===== src/rtl/d_stream_store_pkg.sv =====
// -----------------------------------------------------------------------------
// d_stream_store_pkg
// Shared types and default widths for the stream-to-scratchpad store block.
//   state_e          : controller state (IDLE, RUN, DONE)
//   DEF_DATA_WIDTH   : token / SRAM word width
//   DEF_ADDR_WIDTH   : scratchpad word-address width
//   DEF_CNT_WIDTH    : token count / received counter width
// -----------------------------------------------------------------------------
package d_stream_store_pkg;

  localparam int DEF_DATA_WIDTH = 32;
  localparam int DEF_ADDR_WIDTH = 10;
  localparam int DEF_CNT_WIDTH  = 16;

  typedef enum logic [1:0] {
    IDLE = 2'd0,
    RUN  = 2'd1,
    DONE = 2'd2
  } state_e;

endpackage


===== src/rtl/d_stream_store_if.sv =====
// -----------------------------------------------------------------------------
// d_stream_store_if
// Valid/ready data stream between a producer (e.g. a PE output FIFO) and a
// consumer such as d_stream_store.
//   din    : stream data, driven by the producer
//   din_v  : stream valid, driven by the producer
//   din_r  : stream ready, driven by the consumer
// A token moves on every clock edge where din_v and din_r are both high.
// -----------------------------------------------------------------------------
interface d_stream_store_if
  import d_stream_store_pkg::*;
#(
  parameter int DATA_WIDTH = DEF_DATA_WIDTH
) ();

  logic [DATA_WIDTH-1:0] din;
  logic                  din_v;
  logic                  din_r;

  modport master (output din, output din_v, input  din_r);
  modport slave  (input  din, input  din_v, output din_r);

endinterface


===== src/rtl/d_stream_store.sv =====
// -----------------------------------------------------------------------------
// d_stream_store
// Drains a programmed number of tokens from a valid/ready stream into the
// scratchpad write port at base + k*stride, then pulses done.
// Ports:
//   clock, reset   : single clock, synchronous active-high reset
//   io_start       : start pulse, honoured only in IDLE
//   io_base        : first write address (latched on accepted start)
//   io_stride      : address increment per token (latched on accepted start)
//   io_count       : number of tokens to store (latched on accepted start)
//   io_abort       : terminate the transfer, honoured only in RUN
//   io             : stream slave (din, din_v in; din_r out)
//   io_mem_we      : registered SRAM write enable
//   io_mem_addr    : registered SRAM write address
//   io_mem_wdata   : registered SRAM write data
//   io_busy        : high in RUN and DONE
//   io_done        : one-cycle completion pulse
//   io_received    : tokens accepted in the current / last transfer
// -----------------------------------------------------------------------------
module d_stream_store
  import d_stream_store_pkg::*;
#(
  parameter int DATA_WIDTH = DEF_DATA_WIDTH,
  parameter int ADDR_WIDTH = DEF_ADDR_WIDTH,
  parameter int CNT_WIDTH  = DEF_CNT_WIDTH
) (
  input  logic                  clock,
  input  logic                  reset,
  input  logic                  io_start,
  input  logic [ADDR_WIDTH-1:0] io_base,
  input  logic [ADDR_WIDTH-1:0] io_stride,
  input  logic [CNT_WIDTH-1:0]  io_count,
  input  logic                  io_abort,
  d_stream_store_if.slave       io,
  output logic                  io_mem_we,
  output logic [ADDR_WIDTH-1:0] io_mem_addr,
  output logic [DATA_WIDTH-1:0] io_mem_wdata,
  output logic                  io_busy,
  output logic                  io_done,
  output logic [CNT_WIDTH-1:0]  io_received
);

  state_e                state;
  logic [ADDR_WIDTH-1:0] addr_q;    // address for the next accepted token
  logic [ADDR_WIDTH-1:0] stride_q;
  logic [CNT_WIDTH-1:0]  count_q;
  logic                  accept;
  logic                  last_accept;

  // NOTE: continuous assigns for combinational decode; every output has a
  // value on every path, so no storage (latch) can be inferred.
  // Ready depends only on state and abort, never on din_v, so the upstream
  // FIFO cannot form a combinational loop through this block.
  assign io.din_r      = (state == RUN) && !io_abort;
  assign accept        = io.din_v && io.din_r;
  assign last_accept   = accept && ((io_received + CNT_WIDTH'(1)) == count_q);

  // Pure decodes of the state register, so they are glitch-free and carry no
  // input-to-output path.
  assign io_busy = (state != IDLE);
  assign io_done = (state == DONE);

  // NOTE: all state is updated with non-blocking assignments so every register
  // samples pre-edge values, independent of statement order.
  always_ff @(posedge clock) begin
    if (reset) begin
      state        <= IDLE;
      addr_q       <= '0;
      stride_q     <= '0;
      count_q      <= '0;
      io_received  <= '0;
      io_mem_we    <= 1'b0;
      io_mem_addr  <= '0;
      io_mem_wdata <= '0;
    end else begin
      // One output register stage: the write issues the cycle after the accept.
      // Address and data hold when there is no accept.
      io_mem_we <= accept;
      if (accept) begin
        io_mem_addr  <= addr_q;
        io_mem_wdata <= io.din;
        addr_q       <= addr_q + stride_q;  // wraps silently mod 2^ADDR_WIDTH
        io_received  <= io_received + CNT_WIDTH'(1);
      end

      // accept is never true outside RUN, so the IDLE loads below never
      // collide with the accept updates above.
      case (state)
        IDLE: begin
          if (io_start) begin
            addr_q      <= io_base;
            stride_q    <= io_stride;
            count_q     <= io_count;
            io_received <= '0;
            state       <= (io_count == '0) ? DONE : RUN;
          end
        end
        RUN: begin
          if (io_abort) begin
            state <= IDLE;
          end else if (last_accept) begin
            state <= DONE;
          end
        end
        DONE:    state <= IDLE;
        default: state <= IDLE;
      endcase
    end
  end

endmodule


===== src/flat_wrapper.sv =====
// flat-port wrapper written by rule: the top's interface ports become plain ports
module d_stream_store_flat import d_stream_store_pkg::*;
#(
  parameter int DATA_WIDTH = DEF_DATA_WIDTH,
  parameter int ADDR_WIDTH = DEF_ADDR_WIDTH,
  parameter int CNT_WIDTH  = DEF_CNT_WIDTH
)
  (clock, reset, io_start, io_base, io_stride, io_count, io_abort, io_mem_we, io_mem_addr, io_mem_wdata, io_busy, io_done, io_received, io_din, io_din_v, io_din_r);
  d_stream_store_if #(.DATA_WIDTH(DATA_WIDTH)) io_i ();
  input  logic clock;
  input  logic reset;
  input  logic io_start;
  input  logic [ADDR_WIDTH-1:0] io_base;
  input  logic [ADDR_WIDTH-1:0] io_stride;
  input  logic [CNT_WIDTH-1:0] io_count;
  input  logic io_abort;
  output logic io_mem_we;
  output logic [ADDR_WIDTH-1:0] io_mem_addr;
  output logic [DATA_WIDTH-1:0] io_mem_wdata;
  output logic io_busy;
  output logic io_done;
  output logic [CNT_WIDTH-1:0] io_received;
  input wire logic [$bits(io_i.din)-1:0] io_din;
  input wire logic [$bits(io_i.din_v)-1:0] io_din_v;
  output wire logic [$bits(io_i.din_r)-1:0] io_din_r;
  assign io_i.din = io_din;
  assign io_i.din_v = io_din_v;
  assign io_din_r = io_i.din_r;
  d_stream_store #(.DATA_WIDTH(DATA_WIDTH), .ADDR_WIDTH(ADDR_WIDTH), .CNT_WIDTH(CNT_WIDTH)) u_core (.clock(clock), .reset(reset), .io_start(io_start), .io_base(io_base), .io_stride(io_stride), .io_count(io_count), .io_abort(io_abort), .io(io_i), .io_mem_we(io_mem_we), .io_mem_addr(io_mem_addr), .io_mem_wdata(io_mem_wdata), .io_busy(io_busy), .io_done(io_done), .io_received(io_received));
endmodule

===== config.mk =====
export PLATFORM = sky130hd
export DESIGN_NAME = d_stream_store_flat
export DESIGN_NICKNAME = d
export VERILOG_FILES = /design/src/rtl/d_stream_store_pkg.sv /design/src/rtl/d_stream_store_if.sv /design/src/rtl/d_stream_store.sv /design/src/flat_wrapper.sv
export SDC_FILE = /design/constraint.sdc
export NUM_CORES = 1
export LEC_CHECK = 0
export BUFFER_PORTS_ARGS = -buffer_cell sky130_fd_sc_hd__buf_2
export CAP_MARGIN = 25
export CORE_MARGIN = 4
export CORE_UTILIZATION = 30
export DETAILED_ROUTE_END_ITERATION = 7
export PLACE_DENSITY_LB_ADDON = 0.25
export SKIP_LAST_GASP = 1
export SYNTH_ARGS = -nofsm -noshare
export SYNTH_HDL_FRONTEND = slang
export SYNTH_SLANG_ARGS = --single-unit

===== constraint.sdc =====
create_clock -name clock -period 3.4 [get_ports clock]
set_clock_uncertainty 0.05 [all_clocks]
set_input_delay 0.68 -clock clock [delete_from_list [all_inputs] [get_ports clock]]
set_output_delay 0.68 -clock clock [all_outputs]
set_load 0.03 [all_outputs]

After elaboration in Yosys (flattened, before gate mapping)
Index checks and enable logic that the tools add are counted.

Bits in registers: 97. Bits of input ports: 73. Output and inout bits: 62.

Add/subtract/negate cells: 2. Equal/unequal tests: 5. Mux-type cells: 11. Reduce and logical (&&, ||, !) cells: 9.

Operator list (number): 16-bit 2-to-1 mux (3); 10-bit 2-to-1 mux (3); 16-bit by 1-bit adder with 16-bit output (second input constant) (1); 16-bit equality test (1); 16-bit logical NOT (1); 10-bit adder (1); 2-bit 2-to-1 mux (4); 2-bit case mux with 2 select lines (1); 2-bit AND reduction (2); 1-bit logical AND (3); 3-bit by 2-bit inequality test with 1-bit output (second input constant) (1); 2-bit by 1-bit equality test with 1-bit output (second input constant) (1); 2-bit equality test (second input constant) (1); 2-bit logical NOT (1); 2-bit inequality test (second input constant) (1); 2-bit nonzero test (1); 1-bit logical NOT (1).

Depth between registers and ports, before layout
Gate-level depths: netlist of the first run.

Depth in word-level cells: 7. Depth in mapped cells: 9. Depth with buffers taken out: 9.

Worst setup path before layout of the first run
OpenSTA, ideal clock, no wires.

Path type: input to register. Start: input port io_abort. End: register u_core.state[0]. Arrival: 2.434 ns. Required time: 3.235 ns. Setup slack: 0.800 ns. Cell stages on the path: 8. Path buffers: 1. Cells stage by stage: nor3b_4 -> and2_1 -> clkbuf_8 -> o2111ai_1 -> nor4b_2 -> o2111ai_1 -> a2111o_1 -> and3_1.

Cells in the longest elaborated chain, start to end: 6. Elaborated cells between the ends (all ways): 8. Classes of those cells: eq/ne (1); mux (2); reduce/logical (5).

RTL lines: start: declaration (RTL line flat_wrapper.sv:16) `input logic io_abort;`; 1-bit logical NOT (RTL line d_stream_store.sv:54) `assign io.din_r = (state == RUN) && !io_abort;`; 1-bit logical AND (RTL line d_stream_store.sv:54); 1-bit logical AND (RTL line d_stream_store.sv:55) `assign accept = io.din_v && io.din_r;`; 1-bit logical AND (RTL line d_stream_store.sv:56) `assign last_accept = accept && ((io_received + CNT_WIDTH'(1)) == count_q);`; 3-bit by 2-bit inequality test with 1-bit output (no line); 2-bit AND reduction (no line); end signal: assignment (RTL line d_stream_store.sv:95) `state <= (io_count == '0) ? DONE : RUN;`; end: declaration (RTL line d_stream_store.sv:43) `state_e state;`.

Parallel ways exist; a longest one is shown, timed or not. A chain may end at the register's enable or synchronous reset.

Worst setup path in the final report of the first run
Start: register u_core.io_received[0]. End: register u_core.state[0].

Cells in the longest elaborated chain, start to end: 5.

RTL lines: start: declaration (RTL line d_stream_store.sv:40) `output logic [CNT_WIDTH-1:0] io_received`; start signal: assignment (RTL line d_stream_store.sv:83) `io_received <= io_received + CNT_WIDTH'(1);`; 16-bit by 1-bit adder with 16-bit output (RTL line d_stream_store.sv:56); 16-bit equality test (RTL line d_stream_store.sv:56); 1-bit logical AND (RTL line d_stream_store.sv:56); 3-bit by 2-bit inequality test with 1-bit output (no line); 2-bit AND reduction (no line).

No other way between the ends.

==> flow_summary.ini, run 1 <==
[status]
status = completed

[logic_synthesis]
synth_area_um2 = 4530
synth_top_area_share_pct = 42.9
syn-mean-instance-area_um2 = 7.87
ys_seq_elements = 97
synthTopCellsByArea = dfxtp_1 43%, nand2_1 14%, a21oi_1 9.5%, xnor2_1 4.3%, ha_1 2.8%
synth_warnings = 0
synth_edf_count = 0
syn-num-nets = 659
ys_seq_area_share_pct = 42.9
synth-main-ff-cell = dfxtp_1
synth_cells = 575
yosysTopAreaCell = dfxtp_1
async_reset_ff_share_pct = 0
synth_cell_types = 51

[die]
die_w_um = 131
rows = 44
start_util_pct = 30.9
core_area_um2 = 14600
dieArea_um2 = 17100
io_pins = 135
dieHeight_um = 131

[sta]
finalMaxSlewViolations = 0
slew_headroom_pct = 48.0
holdWs_ns = 0.400
finalSetupViolations = 0
finalCriticalPeriod_ns = 2.69
fmax_mhz = 371
fin_setup_tns_ns = 0
rsz0062_at_grt = false
fin_crit_sh_pct = 79.3
worstMarginPinSlew_ns = 0.780
hold_violations = 0

[setup_path]
path_max_fanout = 11
crit_path_end_kind = flop
arrival_ns = 2.88
critPathRequiredTime_ns = 3.59
worst-setup-path-type = reg2reg
critPathLaunchType = flop

[clock_tree]
root_buffer = clkbuf_16
postCtsSetupBuffers = 0
cts.path.max_buffers = 2
cts_sinks = 97
worst_skew_pair.late_latency_ns = 0.35
cts_tree = done
cts_resized = 0
clk_pin_slew_ns = 0.07
postCtsHoldBufs = 0
numCtsBuffers = 9
htreeDepth = 3

[global_route]
grt_max_degree = 78
grt_pass1_wl_um = 20300
antenna_found_initial = 1
grtUsageTotal_pct = 15.1
grt-ovfl-total = 0
grt_pass1_vias = 4093

[hold_path]
hp-class = reg2reg

[cells_and_area]
areaGrowthSynthToFinish_pct = 23.9
final_nets = 773
antenna_cells = 0
fill_cells = 1564
multiInputGateArea_um2 = 2380
register_area_um2 = 1940
drive_gt1_share_pct = 23.2

[detailed_routing]
post_drt_via_cell_ratio = 4.88
vias = 4288
drt_iter0_markers = 242
topRoutingLayerUsed = met5
first_pass_iters = 4
m1WireLength_um = 5920
routed_wl_um = 13000
wl_met2_um = 6080
wl_per_cell_um = 14.8
met3_length_um = 636
drc = 0
postRouteAntennaNets = 0

[power_and_ir_drop]
p_leak_nw = 2.33
powerDensity_nw_per_um2 = 461
peakVddDrop_v = 0.000205

[place]
gp_congestion = 0.899
portBuffers = 134
dp_hpwl_um = 9660

[run]
maxCapViolCount = 0
cell type report:
type                       instances  share of cell area [%]
tap                              184                    4.10
sequential                        97                    34.6
multi-input combinational        434                    42.4
clock inverter                     2                    1.07
clock buffer                      14                    4.71
timing repair buffer             139                    12.6
inverter                           8                   0.535
cell families (layout without fill, tap and decap cells):
| logic type | Yosys count | in the layout | share of synthesized area [%] |
|---|---|---|---|
| and+or+nand+nor | 253 | 253 | 24.5 |
| xor gates and xnor gates | 36 | 36 | 6.96 |
| adders and majority gates | 11 | 11 | 3.21 |
| AOI/OAI and AO/OA | 132 | 132 | 16.9 |
| buffers and inverters | 44 | 163 | 4.73 |
| DFF | 97 | 97 | 42.9 |
| muxes | 2 | 2 | 0.746 |
routing by layer:
| metal | track usage, % | up-vias |
|---|---|---|
| met5 | 0 | - |
| met4 | 6.41 | 2 |
| met3 | 3.54 | 20 |
| met2 | 24.0 | 92 |
| met1 | 19.7 | 1993 |
| li1 | - | 2181 |
worst max-delay path, stage by stage (launching register included):
cell	delay (ns)
dfxtp_1	0.46
ha_1	0.44
nand4_1	0.29
o22ai_1	0.24
o211ai_1	0.13
nor4b_2	0.26
o2111ai_1	0.12
a2111o_1	0.39
and3_1	0.18
sequential cells by signal, summed over array words and instances (netlist names):
name / flops
u_core.addr_q: 10
u_core.io_mem_we: 1
u_core.state: 2
u_core.io_mem_addr: 10
u_core.stride_q: 10
u_core.io_received: 16
u_core.count_q: 16
u_core.io_mem_wdata: 32
metrics by stage:
stage	power [W]	util, %	area [µm²]	setup slack [ns]	std cells
final	0.00259	38.3	5610	0.705	878
after global routing	0.00270	38.3	5610	0.476	878
after CTS	0.00263	38.3	5610	0.762	878
after detailed placement	0.00150	36.1	5290	0.720	862
after global placement	0.00150	36.1	5290	0.790	862
after floorplan	0.00140	-	4530	0.800	575
synthesized netlist by cell type (all sizes together) (2+ instances only):
master / instances
nand2: 169
dfxtp: 97
a21oi: 86
nor2: 33
clkbuf: 29
xnor2: 22
xor2: 14
o21ai: 12
ha: 10
nand3: 9
inv: 8
buf: 7
nand4: 6
nor3: 6
nor4: 6
a311oi: 5
and2: 5
a21o: 4
and3: 4
o211ai: 4
a31oi: 3
and4: 3
nor2b: 3
nor3b: 3
o2111ai: 3
o311ai: 3
a2111oi: 2
a41oi: 2
and2b: 2
path summary, 6_finish.rpt:
kind	start	to	slack [ns]	depth (start not counted)
hold reg to reg	u_core.io_mem_addr[7]	u_core.io_mem_addr[7]	0.40	2
setup / recovery	u_core.io_received[0]	u_core.state[0]	0.71	8
setup reg to reg	u_core.io_received[0]	u_core.state[0]	0.71	8
hold / removal	u_core.io_mem_addr[7]	u_core.io_mem_addr[7]	0.40	2
power by group:
part	leakage, nW	switching [W]	internal, W
sequential	0.789	0.0000307	0.00118
clock	0.157	0.000424	0.000686
combinational	1.38	0.000160	0.000109
placed cells by master, fill, tap and decap left out, types with 2 or more instances in the layout:
master / n
nand3_1: 9
a21o_1: 4
buf_2: 134
o211ai_1: 4
xnor2_1: 22
and4_1: 2
a311oi_1: 5
a31oi_1: 3
nor2_1: 33
and2_1: 4
dfxtp_1: 97
a41oi_1: 2
o21ai_0: 12
nor3b_1: 2
and2b_1: 2
o2111ai_1: 3
buf_4: 5
nor2b_1: 3
clkbuf_16: 9
clkbuf_1: 3
inv_1: 8
and3_1: 4
o311ai_0: 2
ha_1: 10
nand2_1: 168
a2111oi_0: 2
a21oi_1: 86
nor4_1: 6
nor3_1: 6
bufinv_16: 2
clkbuf_8: 2
xor2_1: 14
nand4_1: 5
(Power assumes the default switching activity.)
==> inputs of run 2 (changes only) <==
==> constraint.sdc (replaced) <==
create_clock -name clock -period 2.8 [get_ports clock]
set_clock_uncertainty 0.05 [all_clocks]
set_input_delay 0.56 -clock clock [delete_from_list [all_inputs] [get_ports clock]]
set_output_delay 0.56 -clock clock [all_outputs]
set_load 0.03 [all_outputs]
==> flow_summary.ini, run 2 (synthesis gave the netlist of run 1 again) <==
[status]
status = completed

[sta]
finalMaxSlewViolations = 0
fin_crit_sh_pct = 92.5
slew_headroom_pct = 45.7
hold_violations = 0
rsz0062_at_grt = false
worstMarginPinSlew_ns = 0.815
fmax_mhz = 386
fin_setup_tns_ns = 0
finalSetupViolations = 0
finalCriticalPeriod_ns = 2.59

[die]
core_area_um2 = 14600
io_pins = 135
die_w_um = 131
dieHeight_um = 131
rows = 44
dieArea_um2 = 17100
start_util_pct = 30.9

[detailed_routing]
post_drt_via_cell_ratio = 4.94
vias = 4371
routed_wl_um = 13200
postRouteAntennaNets = 0
drt_iter0_markers = 206
first_pass_iters = 4
drc = 0
wl_per_cell_um = 15.0

[clock_tree]
htreeDepth = 3
clk_pin_slew_ns = 0.07
numCtsBuffers = 9
cts_sinks = 97
root_buffer = clkbuf_16
cts.path.max_buffers = 2
postCtsSetupBuffers = 0
cts_tree = done
worst_skew_pair.late_latency_ns = 0.34

[setup_path]
crit_path_end_kind = flop
critPathLaunchType = flop
crit-reg2reg-launch = u_core.addr_q[1]
reg2reg_depth = 7
critPathRequiredTime_ns = 2.96
slowest_stage = mux4_2
crit_chain = ha_1, a21o_1, a21oi_2, o21ai_0, a41oi_1, mux4_2, a2111oi_0
arrival_ns = 2.75
r2r-end = u_core.addr_q[9]
critical_path.max_stage_delay_ns = 0.53
worst-setup-path-type = reg2reg
path_max_fanout = 4
r2r_slack_ns = 0.21

[cells_and_area]
register_area_um2 = 1940
fill_cells = 1564
regMostFlops = u_core.io_mem_wdata
multiInputGateArea_um2 = 2380
final_nets = 781
drive_gt1_share_pct = 24.5
antenna_cells = 0
layout_commonest_cell = nand2_1
layout_common_cells = 168 x nand2_1, 134 x buf_2, 97 x dfxtp_1
largest_reg_flops = 32
reg.largest.list = u_core.io_mem_wdata: 32 flops, u_core.count_q: 16 flops, u_core.io_received: 16 flops
areaGrowthSynthToFinish_pct = 24.4

[place]
portBuffers = 134
gp_congestion = 0.813
dp_hpwl_um = 9900

[hold_path]
hold_end = u_core.stride_q[4]
hp-class = in2reg
holdCritStartpoint = io_stride[4]
whs_path_depth = 3

[global_route]
antenna_found_initial = 0
grt-ovfl-total = 0
grtUsageTotal_pct = 15.2
grt_max_degree = 78
grt_pass1_vias = 4157
grt_pass1_wl_um = 20600

[power_and_ir_drop]
fin_total_pwr_w = 0.00298
powerDensity_nw_per_um2 = 528
p_leak_nw = 2.35
peakVddDrop_v = 0.000260

[run]
maxCapViolCount = 0
[run 2: cell count changes in the layout (fill, tap and decap cells not counted)]
cell,previous run,this run
clkinv_4,0,1
a21oi_1,86,85
buf_4,5,13
bufinv_16,2,0
clkinv_2,0,1
clkbuf_1,3,0
clkinvlp_4,0,2
a21oi_2,0,1
[run 2: metal layers]
layer  track usage, %  part of all wire, %  vias to the layer above  wire [µm]
met1             19.3                   44                     2041       5810
met4             5.63                  2.0                        0        270
met2             25.2                   49                      105       6540
met5                0                    0                        -          0
met3             3.33                  4.7                       19        618
li1                 -                    -                     2206          -
[run 2: worst max-delay path, delay by kind of cell, from the launching register on]
kind            cells  cell delay [ns]
fa+ha+maj           1             0.25
mux                 1             0.53
compound gates      5             1.21
flops               1             0.40
[run 2: report_power, final]
group / switching [W] / total [W] / leakage, nW / internal [W]
clock: 0.000530 / 0.00118 / 0.134 / 0.000646
combinational: 0.000199 / 0.000334 / 1.42 / 0.000135
sequential: 0.0000370 / 0.00146 / 0.789 / 0.00143
total: 0.000766 / 0.00298 / 2.35 / 0.00221
[run 2: cell type report]
cell class / instances / area share (%)
timing repair buffer: 147 / 13.6
tap: 184 / 4.09
sequential: 97 / 34.5
multi-input combinational: 434 / 42.3
inverter: 8 / 0.533
clock buffer: 11 / 4.49
clock inverter: 4 / 0.511
[run 2: what timing repair did]
action	in CTS	in global routing
hold buffers	0	0
gates resized for setup	0	1
endpoints found under the setup margin	0	1
[run 2: per-stage QoR]
step	worst slack (ns)	utilization [%]	cells	hold WS [ns]	cell area [µm²]
floorplan	0.287	-	575	0.391	4530
global placement	0.320	36.5	870	0.388	5350
detailed placement	0.108	36.5	870	0.394	5350
CTS	0.0855	38.4	885	0.379	5630
global route	0.0972	38.5	885	0.386	5630
finish	0.210	38.5	885	0.398	5630
[run 2: worst max-delay path by stage]
stage / start / endpoint / depth (start not counted)
floorplan: u_core.io_received[0] / u_core.state[0] / 9
global placement: u_core.stride_q[1] / u_core.addr_q[9] / 7
detailed placement: u_core.addr_q[1] / u_core.addr_q[9] / 7
CTS: u_core.addr_q[1] / u_core.addr_q[9] / 7
global route: u_core.stride_q[1] / u_core.addr_q[9] / 7
finish: u_core.addr_q[1] / u_core.addr_q[9] / 7
